===== config.mk =====
export PLATFORM = sky130hd
export DESIGN_NAME = instruction_fetch_stage_flat
export DESIGN_NICKNAME = d
export VERILOG_FILES = /design/src/rtl/cpu_pkg.sv /design/src/rtl/instruction_fetch_stage_if.sv /design/src/rtl/instruction_fetch_stage_if_id_register.sv /design/src/rtl/instruction_fetch_stage.sv /design/src/flat_wrapper.sv
export SDC_FILE = /design/constraint.sdc
export NUM_CORES = 1
export LEC_CHECK = 0
export ABC_AREA = 1
export CORE_MARGIN = 8
export CORE_UTILIZATION = 49
export CTS_BUF_LIST = sky130_fd_sc_hd__clkbuf_16
export DETAILED_ROUTE_END_ITERATION = 10
export PLACE_DENSITY = 0.81
export SLEW_MARGIN = 20
export SYNTH_ARGS = -nofsm -noshare
export SYNTH_HDL_FRONTEND = slang
export SYNTH_HIERARCHICAL = 1
export SYNTH_SLANG_ARGS = --single-unit

===== constraint.sdc =====
create_clock -name clk -period 2.44 [get_ports clk]
set_input_delay 0.61 -clock clk [delete_from_list [all_inputs] [get_ports clk]]
set_output_delay 0.61 -clock clk [all_outputs]
set_load 0.05 [all_outputs]

===== src/rtl/cpu_pkg.sv =====
// Shared definitions for the fetch stage: data width, bubble encoding,
// fetch FSM states and the IF/ID pipeline record.
package cpu_pkg;

  localparam int XLEN = 32;

  // Instruction placed in IF/ID whenever the stage inserts a bubble.
  localparam logic [XLEN-1:0] NOP_INSTR = 32'h0000_0013;

  typedef enum logic [0:0] {
    RUN   = 1'b0,
    FAULT = 1'b1
  } fetch_state_e;

  typedef struct packed {
    logic [XLEN-1:0] pc;
    logic [XLEN-1:0] pc_plus4;
    logic [XLEN-1:0] instr;
    logic            valid;
  } if_id_t;

endpackage


===== src/rtl/instruction_fetch_stage_if.sv =====
// Fetch-side bus: the instruction memory port plus the IF/ID register
// contents handed to decode. The fetch stage is the master.
interface instruction_fetch_stage_if;
  import cpu_pkg::*;

  logic [XLEN-1:0] imem_addr;
  logic [XLEN-1:0] imem_instr;
  logic [XLEN-1:0] if_id_pc;
  logic [XLEN-1:0] if_id_pc_plus4;
  logic [XLEN-1:0] if_id_instr;
  logic            if_id_valid;

  modport master (
    output imem_addr,
    input  imem_instr,
    output if_id_pc,
    output if_id_pc_plus4,
    output if_id_instr,
    output if_id_valid
  );

  modport slave (
    input  imem_addr,
    output imem_instr,
    input  if_id_pc,
    input  if_id_pc_plus4,
    input  if_id_instr,
    input  if_id_valid
  );

endinterface


===== src/rtl/instruction_fetch_stage_if_id_register.sv =====
// IF/ID pipeline register. Bubble has priority over load; a bubble
// clears valid and forces the NOP encoding but keeps the PC fields so
// decode still sees the last real PC pair.
module if_id_register
  import cpu_pkg::*;
(
  input  logic   clk,
  input  logic   reset,
  input  logic   load,
  input  logic   bubble,
  input  if_id_t d,
  output if_id_t q
);

  if_id_t q_r;

  // Register update: reset, bubble, load or hold.
  always_ff @(posedge clk) begin
    if (reset) begin
      q_r.pc       <= 32'h0000_0000;
      q_r.pc_plus4 <= 32'h0000_0000;
      q_r.instr    <= NOP_INSTR;
      q_r.valid    <= 1'b0;
    end else if (bubble) begin
      q_r.valid    <= 1'b0;
      q_r.instr    <= NOP_INSTR;
    end else if (load) begin
      q_r          <= d;
    end else begin
      q_r          <= q_r;
    end
  end

  assign q = q_r;

endmodule


===== src/rtl/instruction_fetch_stage.sv =====
// Instruction fetch stage: owns the PC, addresses the zero-latency
// instruction memory and fills the IF/ID register. Misaligned redirects
// and fetches past the end of memory park the stage in a sticky FAULT
// state that only reset leaves.
module instruction_fetch_stage
  import cpu_pkg::*;
#(
  parameter logic [31:0] RESET_PC         = 32'h0000_0000,
  parameter int          IMEM_DEPTH_WORDS = 1024
) (
  input  logic                        clk,
  input  logic                        reset,
  input  logic                        stall_f,
  input  logic                        flush_d,
  input  logic                        redirect_valid,
  input  logic [XLEN-1:0]             redirect_pc,
  instruction_fetch_stage_if.master   bus,
  output logic                        fetch_fault,
  output logic [XLEN-1:0]             fetch_count
);

  localparam logic [XLEN-1:0] DEPTH_WORDS = XLEN'(IMEM_DEPTH_WORDS);

  fetch_state_e    state_r;
  fetch_state_e    state_next_s;
  logic [XLEN-1:0] pc_r;
  logic [XLEN-1:0] pc_next_s;
  logic [XLEN-1:0] pc_plus4_s;
  logic            in_range_s;
  logic            ifid_load_s;
  logic            ifid_bubble_s;
  logic            count_inc_s;
  logic            fetch_fault_r;
  logic [XLEN-1:0] fetch_count_r;
  if_id_t          ifid_d_s;
  if_id_t          ifid_q_s;

  assign pc_plus4_s = pc_r + 32'd4;
  // The range check looks at the same PC that is being fetched, so an
  // out-of-range word is never captured, including after PC wrap.
  assign in_range_s = ({2'b00, pc_r[XLEN-1:2]} < DEPTH_WORDS);

  assign ifid_d_s.pc       = pc_r;
  assign ifid_d_s.pc_plus4 = pc_plus4_s;
  assign ifid_d_s.instr    = bus.imem_instr;
  assign ifid_d_s.valid    = 1'b1;

  // Next-state, next-PC and IF/ID control in priority order.
  always_comb begin
    state_next_s  = state_r;
    pc_next_s     = pc_r;
    ifid_load_s   = 1'b0;
    ifid_bubble_s = 1'b0;
    count_inc_s   = 1'b0;
    case (state_r)
      RUN: begin
        if (redirect_valid) begin
          ifid_bubble_s = 1'b1;
          if (redirect_pc[1:0] != 2'b00) begin
            state_next_s = FAULT;
          end else begin
            pc_next_s = redirect_pc;
          end
        end else if (stall_f) begin
          if (flush_d) begin
            ifid_bubble_s = 1'b1;
          end else begin
            ifid_bubble_s = 1'b0;
          end
        end else if (!in_range_s) begin
          state_next_s  = FAULT;
          ifid_bubble_s = 1'b1;
        end else begin
          pc_next_s = pc_plus4_s;
          if (flush_d) begin
            ifid_bubble_s = 1'b1;
          end else begin
            ifid_load_s = 1'b1;
            count_inc_s = 1'b1;
          end
        end
      end
      FAULT: begin
        ifid_bubble_s = 1'b1;
      end
      default: begin
        state_next_s  = FAULT;
        ifid_bubble_s = 1'b1;
      end
    endcase
  end

  // State, PC, sticky fault flag and fetch counter registers.
  always_ff @(posedge clk) begin
    if (reset) begin
      state_r       <= RUN;
      pc_r          <= RESET_PC;
      fetch_fault_r <= 1'b0;
      fetch_count_r <= 32'h0000_0000;
    end else begin
      state_r       <= state_next_s;
      pc_r          <= pc_next_s;
      fetch_fault_r <= (state_next_s == FAULT);
      if (count_inc_s) begin
        fetch_count_r <= fetch_count_r + 32'd1;
      end else begin
        fetch_count_r <= fetch_count_r;
      end
    end
  end

  if_id_register u_if_id (
    .clk    (clk),
    .reset  (reset),
    .load   (ifid_load_s),
    .bubble (ifid_bubble_s),
    .d      (ifid_d_s),
    .q      (ifid_q_s)
  );

  assign bus.imem_addr      = pc_r;
  assign bus.if_id_pc       = ifid_q_s.pc;
  assign bus.if_id_pc_plus4 = ifid_q_s.pc_plus4;
  assign bus.if_id_instr    = ifid_q_s.instr;
  assign bus.if_id_valid    = ifid_q_s.valid;
  assign fetch_fault        = fetch_fault_r;
  assign fetch_count        = fetch_count_r;

endmodule

===== src/flat_wrapper.sv =====
// flat-port wrapper written by rule: the top's interface ports become plain ports
module instruction_fetch_stage_flat import cpu_pkg::*;
#(
  parameter logic [31:0] RESET_PC         = 32'h0000_0000,
  parameter int          IMEM_DEPTH_WORDS = 1024
)
  (clk, reset, stall_f, flush_d, redirect_valid, redirect_pc, fetch_fault, fetch_count, bus_imem_addr, bus_imem_instr, bus_if_id_pc, bus_if_id_pc_plus4, bus_if_id_instr, bus_if_id_valid);
  instruction_fetch_stage_if bus_i ();
  input  logic clk;
  input  logic reset;
  input  logic stall_f;
  input  logic flush_d;
  input  logic redirect_valid;
  input  logic [XLEN-1:0] redirect_pc;
  output logic fetch_fault;
  output logic [XLEN-1:0] fetch_count;
  output wire logic [$bits(bus_i.imem_addr)-1:0] bus_imem_addr;
  input wire logic [$bits(bus_i.imem_instr)-1:0] bus_imem_instr;
  output wire logic [$bits(bus_i.if_id_pc)-1:0] bus_if_id_pc;
  output wire logic [$bits(bus_i.if_id_pc_plus4)-1:0] bus_if_id_pc_plus4;
  output wire logic [$bits(bus_i.if_id_instr)-1:0] bus_if_id_instr;
  output wire logic [$bits(bus_i.if_id_valid)-1:0] bus_if_id_valid;
  assign bus_imem_addr = bus_i.imem_addr;
  assign bus_i.imem_instr = bus_imem_instr;
  assign bus_if_id_pc = bus_i.if_id_pc;
  assign bus_if_id_pc_plus4 = bus_i.if_id_pc_plus4;
  assign bus_if_id_instr = bus_i.if_id_instr;
  assign bus_if_id_valid = bus_i.if_id_valid;
  instruction_fetch_stage #(.RESET_PC(RESET_PC), .IMEM_DEPTH_WORDS(IMEM_DEPTH_WORDS)) u_core (.clk(clk), .reset(reset), .stall_f(stall_f), .flush_d(flush_d), .redirect_valid(redirect_valid), .redirect_pc(redirect_pc), .bus(bus_i), .fetch_fault(fetch_fault), .fetch_count(fetch_count));
endmodule

### Word-level counts from Yosys, hierarchy flattened

Cells that the tools add are included.

* $add $sub $neg: 2
* order comparisons: 1
* eq/ne operators: 2
* multiplexer cells: 19
* bitwise operators: 2
* reduce and logical (&&, ||, !) cells: 5

Operators by type and width (count)
* $mux W32: 4
* $add A32 B1 Y32 const B: 1
* $add A32 B3 Y32 const B: 1
* $lt A30 B11 Y1 const B: 1
* $mux W1: 14
* $reduce_and A4 Y1: 1
* $reduce_bool A2 Y1: 2
* $ne A2 B1 Y1 const B: 1
* $ne A2 B2 Y1 const B: 1
* $not A1 Y1: 2
* $pmux W1 S2: 1
* $reduce_and A2 Y1: 1
* $reduce_or A2 Y1: 1

* register bits: 162
* input bits: 69
* output and inout port bits: 162
* logic and storage cells: 38

### Logic depth before layout (Yosys ltp)

Gate-level depths: netlist (run 1).

* word-level depth: 7
* gate-level depth with buffers: 14

### Hierarchy

The synthesis (run 1) kept the hierarchy.

Modules (own cells, without submodules)
* instruction_fetch_stage: times used 1, cells an instance 764, area each 4473.0 µm², sequential area each 1301.2 µm²
* if_id_register: times used 1, cells an instance 557, area each 3966.3 µm², sequential area each 1941.9 µm²

### Worst setup path before layout (run 1)

No wires, ideal clock.

* kind: register to register
* start point: register u_core.pc_r[12], in the netlist u_core/bus.imem_addr[12]
* end point: register u_core.u_if_id.q_r (netlist bit u_core/u_if_id/q[0])
* arrival: 2135 ps
* data required time: 2322 ps
* path slack: 187 ps
* cell stages (with the launch flop): 11
* period minus slack after synthesis: 2253 ps
* cell sequence: dfxtp_1 inv_1 nand2_1 nor2_1 nand2_1 inv_2 o211ai_1 nor2_1 inv_2 buf_4 a21oi_2

* cells in the longest elaborated chain, start to end: 6

Ends and longest elaborated chain
* from (decl): RTL line instruction_fetch_stage.sv:26 `logic [XLEN-1:0] pc_r;`
* from (signal assigned): RTL line instruction_fetch_stage.sv:102 `pc_r <= pc_next_s;`
* $lt A30 B11 Y1: RTL line instruction_fetch_stage.sv:41 `assign in_range_s = ({2'b00, pc_r[XLEN-1:2]} < DEPTH_WORDS);`
* $mux W1: RTL line instruction_fetch_stage.sv:70 `end else if (!in_range_s) begin`
* $mux W1: RTL line instruction_fetch_stage.sv:64 `end else if (stall_f) begin`
* $mux W1: RTL line instruction_fetch_stage.sv:57 `if (redirect_valid) begin`
* $pmux W1 S2: RTL line instruction_fetch_stage.sv:55 `case (state_r)`
* net u_core.ifid_bubble_s: RTL line instruction_fetch_stage.sv:31 `logic ifid_bubble_s;`
* $reduce_or A2 Y1 (no source line)
* to (signal assigned): RTL line instruction_fetch_stage_if_id_register.sv:30 `q_r <= q_r;`
* to (decl): RTL line instruction_fetch_stage_if_id_register.sv:15 `if_id_t q_r;`

The timed path passes the listed nets, and every way through them passes these cells.
A chain may end at the register's enable or synchronous reset.

### Final worst setup path (run 1)

* start point: register u_core.fetch_count_r[23], in the netlist u_core/fetch_count[23]
* end point: output port fetch_count[23]

RTL lines
* from (decl): RTL line instruction_fetch_stage.sv:34 `logic [XLEN-1:0] fetch_count_r;`
* from (signal assigned): RTL line instruction_fetch_stage.sv:105 `fetch_count_r <= fetch_count_r + 32'd1;`
* from (signal assigned): RTL line instruction_fetch_stage.sv:107 `fetch_count_r <= fetch_count_r;`
* to (decl): RTL line flat_wrapper.sv:16 `output logic [XLEN-1:0] fetch_count;`

No word-level cell between the ends.

==> reports/results.tsv, run 1 <==
metric	value	unit
status	completed	
post-route setup slack	0.03997	ns
leakage	4.580	nW
Critical Path RT	1.83	ns
Worst-Skew Late Latency	0.43	ns
Die Y	147.2	µm
Cell variety after synth	36	
Port Buffers	230	
Least-Margin Pin Slew	0.7460	ns
ANT nets after route	0	
final core utilization	67.94	%
DR DRC count	0	
number of global-route vias before repair	8350	
power share of the combinational group	14.1	%
worst-path maximum fanout	6	
Hold Slack	0.4582	ns
initial antenna violation count	1	
Clock Skews	0.008603	ns
row cnt	48	
clk buf depth	2	
first-pass GRT wire length	43640	µm
total gr overflow	0	
placed cell count	1744	
setup TNS	0	ns
Hold Vio Cnt, Final	0	
Area Growth Syn to Fin	37.30	%
max cap viols	0	
wire per inst	15.43	µm
CTS tree	yes	
PD cells	550.5	nW/µm²
Design Power	6.379	mW
RSZ-0062 raised after global routing	false	
min cycle time layout	2.400	ns
worst hold path class	reg2reg	
crit path kind	reg2out	
post-DR vias/cell	5.074	
largest net degree at the start of global routing	63	
crit-path cells	clkdlybuf4s50_1	
Power Internal	4.486	mW
Clock Sinks	162	
vias	9012	
Post-DP Area	10970	µm²
Peak VDD IR	0.0004916	V
CTS buffer count	17	
Routed Wire Length	27400	µm
Crit path max-delay family	buffers and inverters	
fraction of layout cells with a size suffix above 1	7.737	%
Die ar.	21680	µm²
drt pass-1 iters	6	
All-Layer GR Usage	24.64	%
postcts setup bufs	0	
initial DRC count	784	
Sw Share	29.67	%
Syn Nets	1392	
Max stage delay on crit path	0.88	ns
Pins Over Slew Limit	0	
Diodes inserted	0	
Cell Area, Synth	8439	µm²
endpoint type of the worst setup path	output pin	
Clk pwr share	42.4	%
Worst-path clk slew	0.07	ns
Design Area, Final	11590	µm²
reg2reg setup slack	0.29	ns
setup violation total in the final timing report	0	
core area	17060	µm²
htree depth	4	
period utilization	98.36	%
Reg power frac	43.6	%
non-filler cells, final	1776	
Net Sw Power	1.893	mW
syn_area_per_cell	6.389	µm²
Startpoint Class	register	
die width	147.2	µm
sequential area share after synthesis	38.43	%
Layout Nets	1609	
slew margin rel.	50.21	%
fmax	416.7	MHz
Critical path buffers and inverters	1	
Mapped Cells	1321	
Initial Util	49.48	%
DP HPWL	20260	µm
dpl ws	0.08395	ns
FF+latch count, synth	162	
yosys warns	6	
CP max-delay cell	clkdlybuf4s50_1	
io pins	231	
critical path arrival	1.79	ns
CTS Root Cell	clkbuf_16	
final RePlAce weighted congestion	0.9529	
-- registers in the layout, indices dropped and copies added (netlist names) --
| signal | count |
|---|---|
| u_core/fetch_count | 32 |
| u_core/bus.imem_addr | 32 |
| u_core/fetch_fault | 1 |
| u_core/u_if_id/q | 97 |
-- repair_timing --
item / in CTS / in global routing
endpoints found under the hold margin: 0 / 0
hold buffers: 0 / 0
gates resized for setup: 4 / 9
endpoints found under the setup margin: 4 / 9
-- cell type report --
class | instances | area (µm²)
clock buffer | 17 | 425.4
sequential | 162 | 3243
inverter | 119 | 451.7
clock inverter | 15 | 170.2
fill | 1474 | 5469
timing repair buffer | 259 | 2640
multi-input combinational | 979 | 4375
tap | 225 | 281.5
-- synthesized netlist by cell type --
cell	number	share of area, %
nand2_1	459	20
nor2_1	254	11
dfxtp_1	162	38
inv_1	110	4.9
nand3_1	94	5.6
a21oi_1	50	3.0
xor2_1	25	2.6
a21oi_2	23	2.4
clkbuf_1	21	0.93
buf_2	20	1.2
nand3b_1	13	1.2
buf_6	12	1.6
nand4_1	9	0.67
o21ai_0	9	0.53
nand2_2	8	0.59
buf_4	7	0.62
inv_2	7	0.31
nor2_2	6	0.44
nor2_4	5	0.67
xnor2_1	5	0.52
nor3_1	4	0.24
and2_1	3	0.22
ha_1	2	0.30
and2_4	1	0.10
buf_1	1	0.044
clkinv_2	1	0.059
conb_1	1	0.044
inv_4	1	0.074
nand2_4	1	0.13
nand3_2	1	0.12
nand3_4	1	0.21
nor2_8	1	0.24
nor4_1	1	0.074
o211ai_1	1	0.089
or2_0	1	0.074
xor2_2	1	0.19
-- power groups by stage --
stage	sequential [mW]	combinational (mW)	clock [mW]
after floorplan	2.97	0.404	0
after global placement	2.84	0.877	0
after detailed placement	2.84	0.888	0
after CTS	2.78	0.893	2.73
after global routing	2.78	0.971	2.86
final	2.78	0.899	2.70
-- worst register-to-register path: stages, from the launching register on --
cell and delay, ns:
dfxtp_1 0.50, ha_1 0.27, nand2_1 0.07, nor2_1 0.13, nand2_2 0.13, nor2_4 0.21
nand3_1 0.18, nor2_1 0.18, xor2_1 0.18, inv_1 0.05, nand3_1 0.06, nand2_1 0.05
nor2_1 0.08
-- layout by cell type (no fill, tap or decap), drive strengths merged --
cell type,instances
nor4,1
clkdlybuf4s50,214
clkinv,4
xnor2,5
nand3b,13
clkinvlp,2
nand2,468
nor3,4
a21oi,73
ha,2
and2,4
o211ai,1
conb,1
bufinv,1
o21ai,9
inv,127
dlygate4sd2,4
nor2,266
clkbuf,17
xor2,26
nand3,96
or2,1
dlymetal6s2s,9
dfxtp,162
nand4,9
buf,32
-- kinds of logic (layout without fill, tap and decap cells) --
family | count (synthesis) | count (layout) | synth area share (%)
AOI/OAI and AO/OA | 83 | 83 | 5.975
xor gates and xnor gates | 31 | 31 | 3.306
adders and majority gates | 2 | 2 | 0.2965
buffers and inverters | 180 | 410 | 9.726
DFF | 162 | 162 | 38.43
other | 1 | 1 | 0.04443
and+or+nand+nor | 862 | 862 | 42.22
-- metal layers --
metal	global-route usage [%]	up-vias	part of all wire, %
li1	-	4482	-
met1	29.97	4096	41
met2	41.58	395	47
met3	7.290	37	9.5
met4	6.476	2	1.5
met5	0	-	0.047
-- path summary, 6_finish.rpt --
path / startpoint / to / cells after the start
max: u_core/fetch_count[23] / fetch_count[23] / 1
min: u_core/u_if_id/q[1] / u_core/u_if_id/q[1] / 2
max reg2reg: u_core/bus.imem_addr[2] / u_core/u_if_id/q[63] / 12
min reg2reg: u_core/u_if_id/q[1] / u_core/u_if_id/q[1] / 2
Note: power is estimated with default switching activity, not from simulation.
==> inputs of run 2 (changes only) <==
Settings changed: SKIP_CTS_REPAIR_TIMING from default to 1, TNS_END_PERCENT from default to 20.
==> run 2 against run 1 <==
Compared with the run above: clock power barely moved; sequential power barely moved; clock skew rose by 0.0025 ns; register-to-register slack barely moved; total power barely moved; critical path depth did not move; routed wire length barely moved; first-iteration DRC count rose by 3.3%; critical endpoint is now bus_imem_addr[15].
==> reports/results.tsv, run 2 (synthesized netlist as in run 1, its figures left out) <==
metric	value	unit	change
CTS Root Cell	clkbuf_16		
status	completed		
Die Y	147.2	µm	unchanged
crit-path cells	clkdlybuf4s50_1		
Crit path max-delay family	buffers and inverters		
period utilization	98.33	%	about the same
Clock Skews	0.01111	ns	+0.002502 ns
Startpoint Class	register		
Port Buffers	230		unchanged
number of global-route vias before repair	8350		unchanged
most common cell after layout, fill and taps aside	nand2_1		
initial DRC count	810		+3.3%
vias	8974		-0.42%
Worst-Skew Late Latency	0.43	ns	about the same
non-filler cells, final	1776		unchanged
gr busiest metal	met2		
fraction of layout cells with a size suffix above 1	7.737	%	unchanged
Max stage delay on crit path	0.88	ns	about the same
die width	147.2	µm	unchanged
largest net degree at the start of global routing	63		unchanged
Initial Util	49.48	%	unchanged
met2 usage in global routing	41.58	%	unchanged
Diodes inserted	0		unchanged
most frequent cells in the layout	459 x nand2_1, 254 x nor2_1, 214 x clkdlybuf4s50_1, 162 x dfxtp_1, 110 x inv_1		
fmax	416.8	MHz	about the same
setup violation total in the final timing report	0		unchanged
Critical Path RT	1.83	ns	about the same
GRT met3 Usage	7.290	%	unchanged
Least-Margin Pin Slew	0.7546	ns	+0.008599 ns
worst hold path class	reg2reg		
total gr overflow	0		unchanged
All-Layer GR Usage	24.64	%	unchanged
Worst-path clk slew	0.07	ns	about the same
Layout Nets	1609		unchanged
crit path kind	reg2out		
leakage	4.632	nW	+1.1%
drt pass-1 iters	6		unchanged
max cap viols	0		unchanged
Area Growth Syn to Fin	37.48	%	
slew margin rel.	49.64	%	-0.57 points
dpl ws	0.08395	ns	unchanged
endpoint type of the worst setup path	output pin		
post-DR vias/cell	5.053		-0.42%
post-route setup slack	0.04073	ns	+0.0007608 ns
clk buf depth	2		unchanged
RSZ-0062 raised after global routing	false		
core area	17060	µm²	unchanged
wire per inst	15.43	µm	about the same
Peak VDD IR	0.0004937	V	+0.42%
Pins Over Slew Limit	0		unchanged
Post-DP Area	10970	µm²	unchanged
htree depth	4		unchanged
DR DRC count	0		unchanged
final RePlAce weighted congestion	0.9529		unchanged
max reg flops	97		unchanged
Clock Sinks	162		unchanged
first-pass GRT wire length	43640	µm	unchanged
Die ar.	21680	µm²	unchanged
Hold Vio Cnt, Final	0		unchanged
CTS tree	yes		
row cnt	48		unchanged
placed cell count	1744		unchanged
met1 usage	29.97	%	unchanged
initial antenna violation count	2		+1
Design Area, Final	11600	µm²	+0.13%
Critical path buffers and inverters	1		unchanged
CP max-delay cell	clkdlybuf4s50_1		
PD cells	549.6	nW/µm²	-0.16%
critical path arrival	1.79	ns	about the same
ANT nets after route	0		unchanged
worst-path maximum fanout	7		+1
CTS buffer count	17		unchanged
DP HPWL	20260	µm	unchanged
io pins	231		unchanged
min cycle time layout	2.399	ns	-0.0007608 ns
Routed Wire Length	27400	µm	about the same
run 2: worst register-to-register path, cell delays in order (launching register included):
cell     delay, ns
dfxtp_1       0.52
ha_1          0.28
nand2_1       0.07
nor2_1        0.13
nand2_2       0.13
nor2_4        0.21
nand3_1       0.18
nor2_1        0.18
xor2_1        0.18
inv_1         0.05
nand3_1       0.06
nand2_1       0.05
nor2_1        0.08
run 2: layout make-up:
cell class | count | area [µm²]
clock buffer | 17 | 425.4
clock inverter | 15 | 170.2
fill | 1469 | 5454
inverter | 119 | 451.7
multi-input combinational | 979 | 4375
sequential | 162 | 3243
tap | 225 | 281.5
timing repair buffer | 259 | 2655
run 2: layer usage:
layer / vias to the layer above / wire, µm
met5: - / 27
met4: 4 / 472
met3: 41 / 2700
met2: 407 / 13030
met1: 4048 / 11170
li1: 4474 / -
run 2: power by group:
group          switching (mW)  internal (mW)
registers              0.0882           2.69
logic                   0.563          0.338
clock network            1.24           1.46
run 2: final timing paths:
| kind | start | end | slack (ns) | cells after the start |
|---|---|---|---|---|
| setup reg to reg | u_core/bus.imem_addr[2] | u_core/u_if_id/q[63] | 0.29 | 12 |
| hold reg to reg | u_core/u_if_id/q[1] | u_core/u_if_id/q[1] | 0.46 | 2 |
| setup / recovery | u_core/bus.imem_addr[15] | bus_imem_addr[15] | 0.04 | 1 |
| hold / removal | u_core/u_if_id/q[1] | u_core/u_if_id/q[1] | 0.46 | 2 |
run 2: stage by stage:
stage / util [%] / hold WS (ns) / total power [mW] / setup TNS, ns
after floorplan: - / 0.4455 / 3.375 / 0
after global placement: 64.34 / 0.4386 / 3.717 / 0
after detailed placement: 64.34 / 0.4438 / 3.727 / 0
after CTS: 67.83 / 0.4615 / 6.407 / -0.1993
after global routing: 68.02 / 0.4740 / 6.622 / 0
final: 68.02 / 0.4569 / 6.377 / 0
==> inputs of run 3 (changes only) <==
Settings changed: CORE_UTILIZATION 49 to 53, PLACE_DENSITY 0.81 to 0.87.
Clock period 2.44 ns to 2.9 ns, I/O delays scaled along.
==> run 3 against run 2 <==
Compared with the run above: sequential cell count unchanged; final cell count down 1.0%; global-route usage up 2.5 points.
==> reports/results.tsv, run 3 (synthesized netlist as in run 1, its figures left out) <==
metric	value	unit	change
status	completed		
# fillers	1264		-14%
Clk pwr share	41.0	%	-1.3 points
Reg power frac	44.7	%	+1.1 points
max reg flops	97		unchanged
Hold Vio Cnt, Final	0		unchanged
clk buf depth	2		unchanged
Worst-path clk slew	0.06	ns	about the same
Worst R2R End	u_core/u_if_id/q[0]		
die width	142.2	µm	-3.4%
fmax	380.2	MHz	
Clock Sinks	162		unchanged
Critical path buffers and inverters	1		unchanged
Die ar.	20220	µm²	-6.7%
Worst-Skew Late Latency	0.43	ns	about the same
fraction of layout cells with a size suffix above 1	7.008	%	-0.73 points
worst-path maximum fanout	7		unchanged
Peak VDD IR	0.0004350	V	-12%
max cap viols	0		unchanged
core area	15710	µm²	-7.9%
hold_sp	u_core/u_if_id/q[25]		
reg2reg setup slack	0.44	ns	+0.15 ns
total gr overflow	0		unchanged
Max stage delay on crit path	0.98	ns	+0.10 ns
first-pass GRT wire length	43740	µm	+0.24%
htree depth	4		unchanged
largest net degree at the start of global routing	81		+29%
Power Internal	3.723	mW	-17%
Startpoint Class	register		
slew margin rel.	44.24	%	-5.4 points
RSZ-0062 raised after global routing	false		
wire per inst	15.83	µm	+2.6%
most common cell after layout, fill and taps aside	nand2_1		
initial antenna violation count	4		+2
Reg-to-Reg Start	u_core/bus.imem_addr[27]		
power share of the combinational group	14.3	%	+0.2 points
critical path arrival	1.90	ns	+0.11 ns
Hold Path Sink	u_core/u_if_id/q[25]		
initial DRC count	804		-0.74%
Sw Share	28.83	%	-0.79 points
Clock Skews	0.008445	ns	-0.002660 ns
post-DR vias/cell	5.176		+2.4%
All-Layer GR Usage	27.13	%	+2.5 points
Pins Over Slew Limit	0		unchanged
final RePlAce weighted congestion	0.9222		-3.2%
worst hold path class	reg2reg		
Design Power	5.231	mW	-18%
min cycle time layout	2.630	ns	
Design Area, Final	11400	µm²	-1.8%
Die Y	142.2	µm	-3.4%
vias	9100		+1.4%
ANT nets after route	0		unchanged
Critical Path RT	2.17	ns	+0.34 ns
crit path kind	reg2out		
Area Growth Syn to Fin	35.05	%	
PD cells	459.0	nW/µm²	-16%
CTS tree	yes		
Initial Util	53.71	%	+4.2 points
endpoint type of the worst setup path	output pin		
DP HPWL	20260	µm	about the same
Least-Margin Pin Slew	0.8355	ns	+0.08095 ns
dpl ws	0.1599	ns	+0.07596 ns
Layout Nets	1600		-0.56%
final core utilization	72.54	%	+4.5 points
Hold Slack	0.4621	ns	+0.005291 ns
non-filler cells, final	1758		-1.0%
hold path depth	2		unchanged
Worst R2R Path Depth	10		-2
Port Buffers	230		unchanged
io pins	231		unchanged
CTS Root Cell	clkbuf_16		
period utilization	90.69	%	
Crit path max-delay family	buffers and inverters		
setup TNS	0	ns	unchanged
Net Sw Power	1.508	mW	-20%
placed cell count	1726		-1.0%
Post-DP Area	10840	µm²	-1.3%
Routed Wire Length	27840	µm	+1.6%
number of global-route vias before repair	8505		+1.9%
crit-path cells	clkdlybuf4s50_1		
DR DRC count	0		unchanged
CP max-delay cell	clkdlybuf4s50_1		
drt pass-1 iters	8		+2
row cnt	46		-4.2%
most frequent cells in the layout	459 x nand2_1, 254 x nor2_1, 229 x clkdlybuf4s50_1, 162 x dfxtp_1, 111 x inv_1		
CTS buffer count	17		unchanged
leakage	4.318	nW	-6.8%
setup violation total in the final timing report	0		unchanged
post-route setup slack	0.2701	ns	+0.2293 ns
==> run 3: area by class of cell <==
type	instances	area (µm²)	area share [%]
diodes	1	2.502	0.02196
clock inverters	14	132.6	1.164
inverters	119	450.4	3.952
flip-flops and latches	162	3243	28.46
multi-input cells	979	4375	38.39
clock buffers	17	425.4	3.733
well taps	216	270.3	2.371
repair buffers	250	2497	21.91
==> run 3: how the worst max path moves through the flow <==
stage                        startpoint                    to  slack [ns]  depth (start not counted)
2_1_floorplan  u_core/bus.imem_addr[12]   u_core/u_if_id/q[0]        0.65                         10
3_3_place_gp             redirect_valid  u_core/u_if_id/q[22]        0.19                          7
3_5_place_dp             redirect_valid  u_core/u_if_id/q[22]        0.16                          7
4_1_cts         u_core/bus.imem_addr[4]      bus_imem_addr[4]        0.28                          1
5_1_grt         u_core/bus.imem_addr[4]      bus_imem_addr[4]        0.23                          1
6_report        u_core/bus.imem_addr[4]      bus_imem_addr[4]        0.27                          1
==> run 3: power groups by stage <==
stage                     Combinational (mW)  Sequential [mW]  Clock [mW]
after floorplan                        0.340             2.50           0
after global placement                 0.717             2.38           0
after CTS                              0.738             2.33        2.16
after detailed placement               0.730             2.38           0
final                                  0.747             2.34        2.15
after global routing                   0.806             2.34        2.26
==> run 3: layer usage <==
layer,GRT usage [%],part of all wire [%],wire length (µm)
met3,6.374,10,2843
met2,46.92,48,13350
met1,32.22,39,10990
met5,0,0.15,41
met4,9.327,2.2,610
==> run 3: worst min-delay path, cell delays in order (launching register included) <==
cell and delay [ns]:
dfxtp_1 0.31, nand2_1 0.06, a21oi_1 0.05
